===== config.mk =====
export PLATFORM = sky130hd
export DESIGN_NAME = vec_dispatch
export DESIGN_NICKNAME = d
export VERILOG_FILES = /design/src/rtl/vec_dispatch.sv
export SDC_FILE = /design/constraint.sdc
export NUM_CORES = 1
export LEC_CHECK = 0
export ABC_CLOCK_PERIOD_IN_PS = 3950
export BUFFER_PORTS_ARGS = -buffer_cell sky130_fd_sc_hd__buf_2
export CAP_MARGIN = 20
export CORE_ASPECT_RATIO = 1.1
export CORE_MARGIN = 10
export CORE_UTILIZATION = 61
export CTS_CLUSTER_DIAMETER = 80
export DETAILED_ROUTE_END_ITERATION = 10
export PLACE_DENSITY = 0.94
export SKIP_CTS_REPAIR_TIMING = 1
export SLEW_MARGIN = 20
export SYNTH_ARGS = -nofsm -noshare
export SYNTH_HDL_FRONTEND = slang
export SYNTH_SLANG_ARGS = --single-unit

===== constraint.sdc =====
create_clock -name clock -period 3.95 [get_ports clock]
set_input_delay 0 -clock clock [delete_from_list [all_inputs] [get_ports clock]]
set_output_delay 0 -clock clock [all_outputs]
set_load 0.02 [all_outputs]

===== src/rtl/vec_dispatch.sv =====
// vec_dispatch: FIFO-buffered vector feeder for the sum stage; clears it, holds a vector
// for HOLD_CYC cycles, then offers the captured result with a valid/ready handshake.
module vec_dispatch #(
  parameter int DATA_W = 16,
  parameter int POS_W = 4,
  parameter int DEPTH = 4,
  parameter int HOLD_CYC = 3
) (
  input  logic clock,
  input  logic reset,
  input  logic [DATA_W-1:0] in_data,
  input  logic in_valid,
  output logic in_ready,
  output logic [DATA_W-1:0] vec_data,
  output logic vec_clr,
  input  logic [POS_W-1:0] sum_in,
  output logic [POS_W-1:0] out_sum,
  output logic out_valid,
  input  logic out_ready
);
  localparam int AW = $clog2(DEPTH);
  localparam int CW = HOLD_CYC > 1 ? $clog2(HOLD_CYC) : 1;
  localparam logic [AW:0] CNT_FULL = (AW+1)'(DEPTH);
  typedef enum logic [1:0] {IDLE, CLEAR, RUN, DONE} state_t;
  state_t state;
  logic [DATA_W-1:0] mem [DEPTH];
  logic [AW-1:0] wptr, rptr;
  logic [AW:0] count, count_nxt;
  logic [CW-1:0] cnt;
  logic push, pop;
  assign push = in_valid && in_ready;
  // the head is popped exactly when the FSM enters CLEAR
  assign pop = count != '0 && (state == IDLE || (state == DONE && out_ready));
  assign count_nxt = count + (AW+1)'(push) - (AW+1)'(pop);
  always_ff @(posedge clock) begin
    if (push) mem[wptr] <= in_data;
  end
  always_ff @(posedge clock or negedge reset) begin
    if (!reset) begin
      state <= IDLE;
      wptr <= '0;
      rptr <= '0;
      count <= '0;
      cnt <= '0;
      in_ready <= 1'b1;
      vec_data <= '0;
      vec_clr <= 1'b1;
      out_sum <= '0;
      out_valid <= 1'b0;
    end else begin
      wptr <= wptr + AW'(push);
      rptr <= rptr + AW'(pop);
      count <= count_nxt;
      in_ready <= count_nxt != CNT_FULL;
      if (pop) vec_data <= mem[rptr];
      case (state)
        IDLE: if (pop) state <= CLEAR;
        CLEAR: begin
          state <= RUN;
          vec_clr <= 1'b0;
          cnt <= '0;
        end
        RUN: if (cnt == CW'(HOLD_CYC - 1)) begin
          state <= DONE;
          vec_clr <= 1'b1;
          out_sum <= sum_in;
          out_valid <= 1'b1;
        end else cnt <= cnt + CW'(1);
        DONE: if (out_ready) begin
          out_valid <= 1'b0;
          state <= pop ? CLEAR : IDLE;
        end
        default: state <= IDLE;
      endcase
    end
  end
endmodule


==> results.cfg <==
[yosys]
post_synth_instance_area_mm2 = 0.003879
synth_seq_area_share_pct = 71.55
netlist_instances = 197
ys_warn_count = 0
postSynthAreaPerCell_um2 = 19.69
synth_cell_types = 31
synth_nets = 230
synth-seq-cells = 98

[layout]
nFillCells = 371
num_antenna_cells = 0
drive_above_1_share_pct = 35.48
final_nets = 307
synthToLayoutAreaGrowth_pct = 19.42
final_util_pct = 74.79

[place]
port_buffers = 46
dp_hpwl_mm = 4.523
gp_congestion = 0.7443

[sta]
slew_viol_final = 0
setup_viol = 0
tightestPinTransition_ns = 0.9677
tns_ns = 0
hold_viol = 0
layout_min_cycle_time_ns = 2.300
fin_crit_sh_pct = 58.23
max-slew-margin-rel_pct = 35.49
grt_setup_unrepaired = false
clock_skew_ns = 0.01028
fmax_mhz = 434.8

[hold_path]
hp-class = in -> async

[worst_setup_path]
path_class = reg -> reg
worstSetupStartpointType = flop
required_ns = 4.24
path_cells = ha_1 -> a21oi_1 -> nor2_2 -> buf_4 -> nand2_1 -> fa_1 -> xnor2_1 -> xnor2_1 -> nand2_1
slowest_delay_ns = 0.43
crit_family = adder cells
cp_max_fo = 19
cp.arrival_ns = 2.59
cp_slowest_cell = dfrtp_1
startpoint = state[0]
endpoint_kind = flop
worst-path-buf-inv = 1
r2r_start = state[0]

[clock_tree]
htree_levels = 3
clock_latency_ns = 0.36
cts_sinks = 98
cts.path.max_buffers = 2
numCtsBuffers = 9
cts_tree = built
cts-root-buf = clkbuf_8
clk_pin_slew_ns = 0.09

[detailed_routing]
routed_wl_mm = 6.841
avgRoutedWirePerCell_um = 19.06
vias_per_cell = 5.582
first_pass_iters = 4
drc = 0
first_iter_violations = 113
drtAntennaViolNets = 0
num_vias = 2004

[global_route]
grt_overflow = 0
antenna_found_initial = 0
grt_usage_pct = 14.06
grt_pass1_vias = 2149
grt_pass1_wl_mm = 10.70
grt_max_degree = 35

[pwr]
power_density_mw_per_mm2 = 778.2
vdd_drop_max_mv = 0.4049
leakage_uw = 0.001822

[floorplan]
initial_core_util_pct = 62.63
die_area_mm2 = 0.009952
die_x_um = 96.03
ios = 47
core_area_mm2 = 0.006193
die_h_um = 103.6
rows = 30

[job]
drv_cap = 0

[outcome]
status = completed
[per-stage QoR]
stage,cell area (µm²),std cells,worst slack [ns],hold slack [ns],power (µW)
6_report,4632,359,1.650,0.2420,3604
5_1_grt,4632,359,1.433,0.3083,3819
4_1_cts,4412,337,1.611,-0.2807,3628
3_5_place_dp,4207,321,1.624,0.1230,2977
3_3_place_gp,4207,321,1.753,0.1042,2888
2_1_floorplan,3879,197,1.530,-0.2956,2611
[sequential cells by signal, indices dropped and copies added (netlist names), 2 cells and up]
| register | count |
|---|---|
| out_sum | 4 |
| mem | 64 |
| state | 2 |
| count | 3 |
| rptr | 2 |
| vec_data | 16 |
| cnt | 2 |
| wptr | 2 |
[layer usage]
layer  up-vias  part of all wire (%)  GRT usage [%]
li1        919                     -              -
met1      1021                    40          16.33
met2        51                    53          23.35
met3        13                   5.2          3.032
met4         0                   2.2          7.384
met5         -                     0              0
[cells in the final DEF, fill, tap and decap left out, types with 9 or more instances in the layout]
cell type	instances
clkbuf_8	9
dlygate4sd3_1	22
mux2_2	13
dfrtp_1	32
edfxtp_1	64
buf_2	46
[path summary, 6_finish.rpt]
| check | cells after the start | to | slack (ns) |
|---|---|---|---|
| max | 9 | in_ready | 1.65 |
| min | 2 | vec_data[1] | 0.24 |
| max reg2reg | 9 | in_ready | 1.65 |
| min reg2reg | 1 | cnt[0] | 0.48 |
| max in group asynchronous | 2 | wptr[0] | 3.23 |
| min in group clock | 4 | wptr[0] | 0.26 |
[synthesized netlist by cell type]
| cell type | instances | share of area [%] |
|---|---|---|
| buf_12 | 1 | 0.52 |
| fa_1 | 1 | 0.52 |
| mux2i_1 | 1 | 0.26 |
| dfrtp_1 | 32 | 21 |
| edfxtp_1 | 64 | 50 |
| nor2b_1 | 2 | 0.32 |
| xor2_1 | 3 | 0.68 |
| nand2_1 | 6 | 0.58 |
| nor4b_1 | 1 | 0.23 |
| clkbuf_1 | 1 | 0.097 |
| nor3b_1 | 3 | 0.58 |
| a21oi_1 | 3 | 0.39 |
| inv_1 | 8 | 0.77 |
| buf_6 | 1 | 0.29 |
| and3_1 | 1 | 0.16 |
| buf_2 | 3 | 0.39 |
| a311o_1 | 1 | 0.26 |
| a22o_1 | 2 | 0.45 |
| nor3_1 | 3 | 0.39 |
| nor2_1 | 4 | 0.39 |
| mux2_4 | 8 | 3.1 |
| dfstp_2 | 2 | 1.4 |
| xnor2_1 | 3 | 0.68 |
| a2111oi_0 | 1 | 0.23 |
| o31a_1 | 1 | 0.23 |
| o21ai_0 | 3 | 0.39 |
| ha_1 | 8 | 2.6 |
| mux4_1 | 8 | 5.4 |
| nand2b_1 | 1 | 0.16 |
| mux4_2 | 8 | 4.6 |
| mux2_2 | 13 | 3.8 |
[final cells by class]
type,instances,area (µm²),share of cell area [%]
clock buffers,12,156.4,3.377
clock inverters,4,48.80,1.053
inverters,8,30.03,0.6483
multi-input cells,85,1041,22.47
flip-flops and latches,98,2775,59.91
well taps,80,100.1,2.161
repair buffers,72,480.5,10.37
[where the power goes]
part	leakage (µW)	internal, µW	total, µW	switching (µW)
clock network	0.000102	331	654	323
registers	0.000982	1430	1650	228
logic	0.000738	667	1300	629
total	0.00182	2420	3600	1180
[worst reg2reg max path: cells and delay by family, from the launching register on]
kind | cells | cell delay, ns
AOI/OAI and AO/OA | 1 | 0.13
xor gates and xnor gates | 2 | 0.33
adders and majority gates | 2 | 0.66
buffers and inverters | 1 | 0.32
DFF | 1 | 0.43
and+or+nand+nor | 3 | 0.35
[kinds of logic (layout without fill, tap and decap cells)]
family                   Yosys count  after routing  synth area share (%)
multiplexers                      38             38                 17.19
flip-flops                        98             98                 71.55
buffers and inverters             14             96                 2.064
XOR/XNOR                           6              6                 1.355
AO/OA/AOI/OAI                     11             11                 1.935
AND/OR/NAND/NOR                   21             21                 2.806
adder cells (fa/ha/maj)            9              9                 3.097
Power figures use the tool's default switching activity.
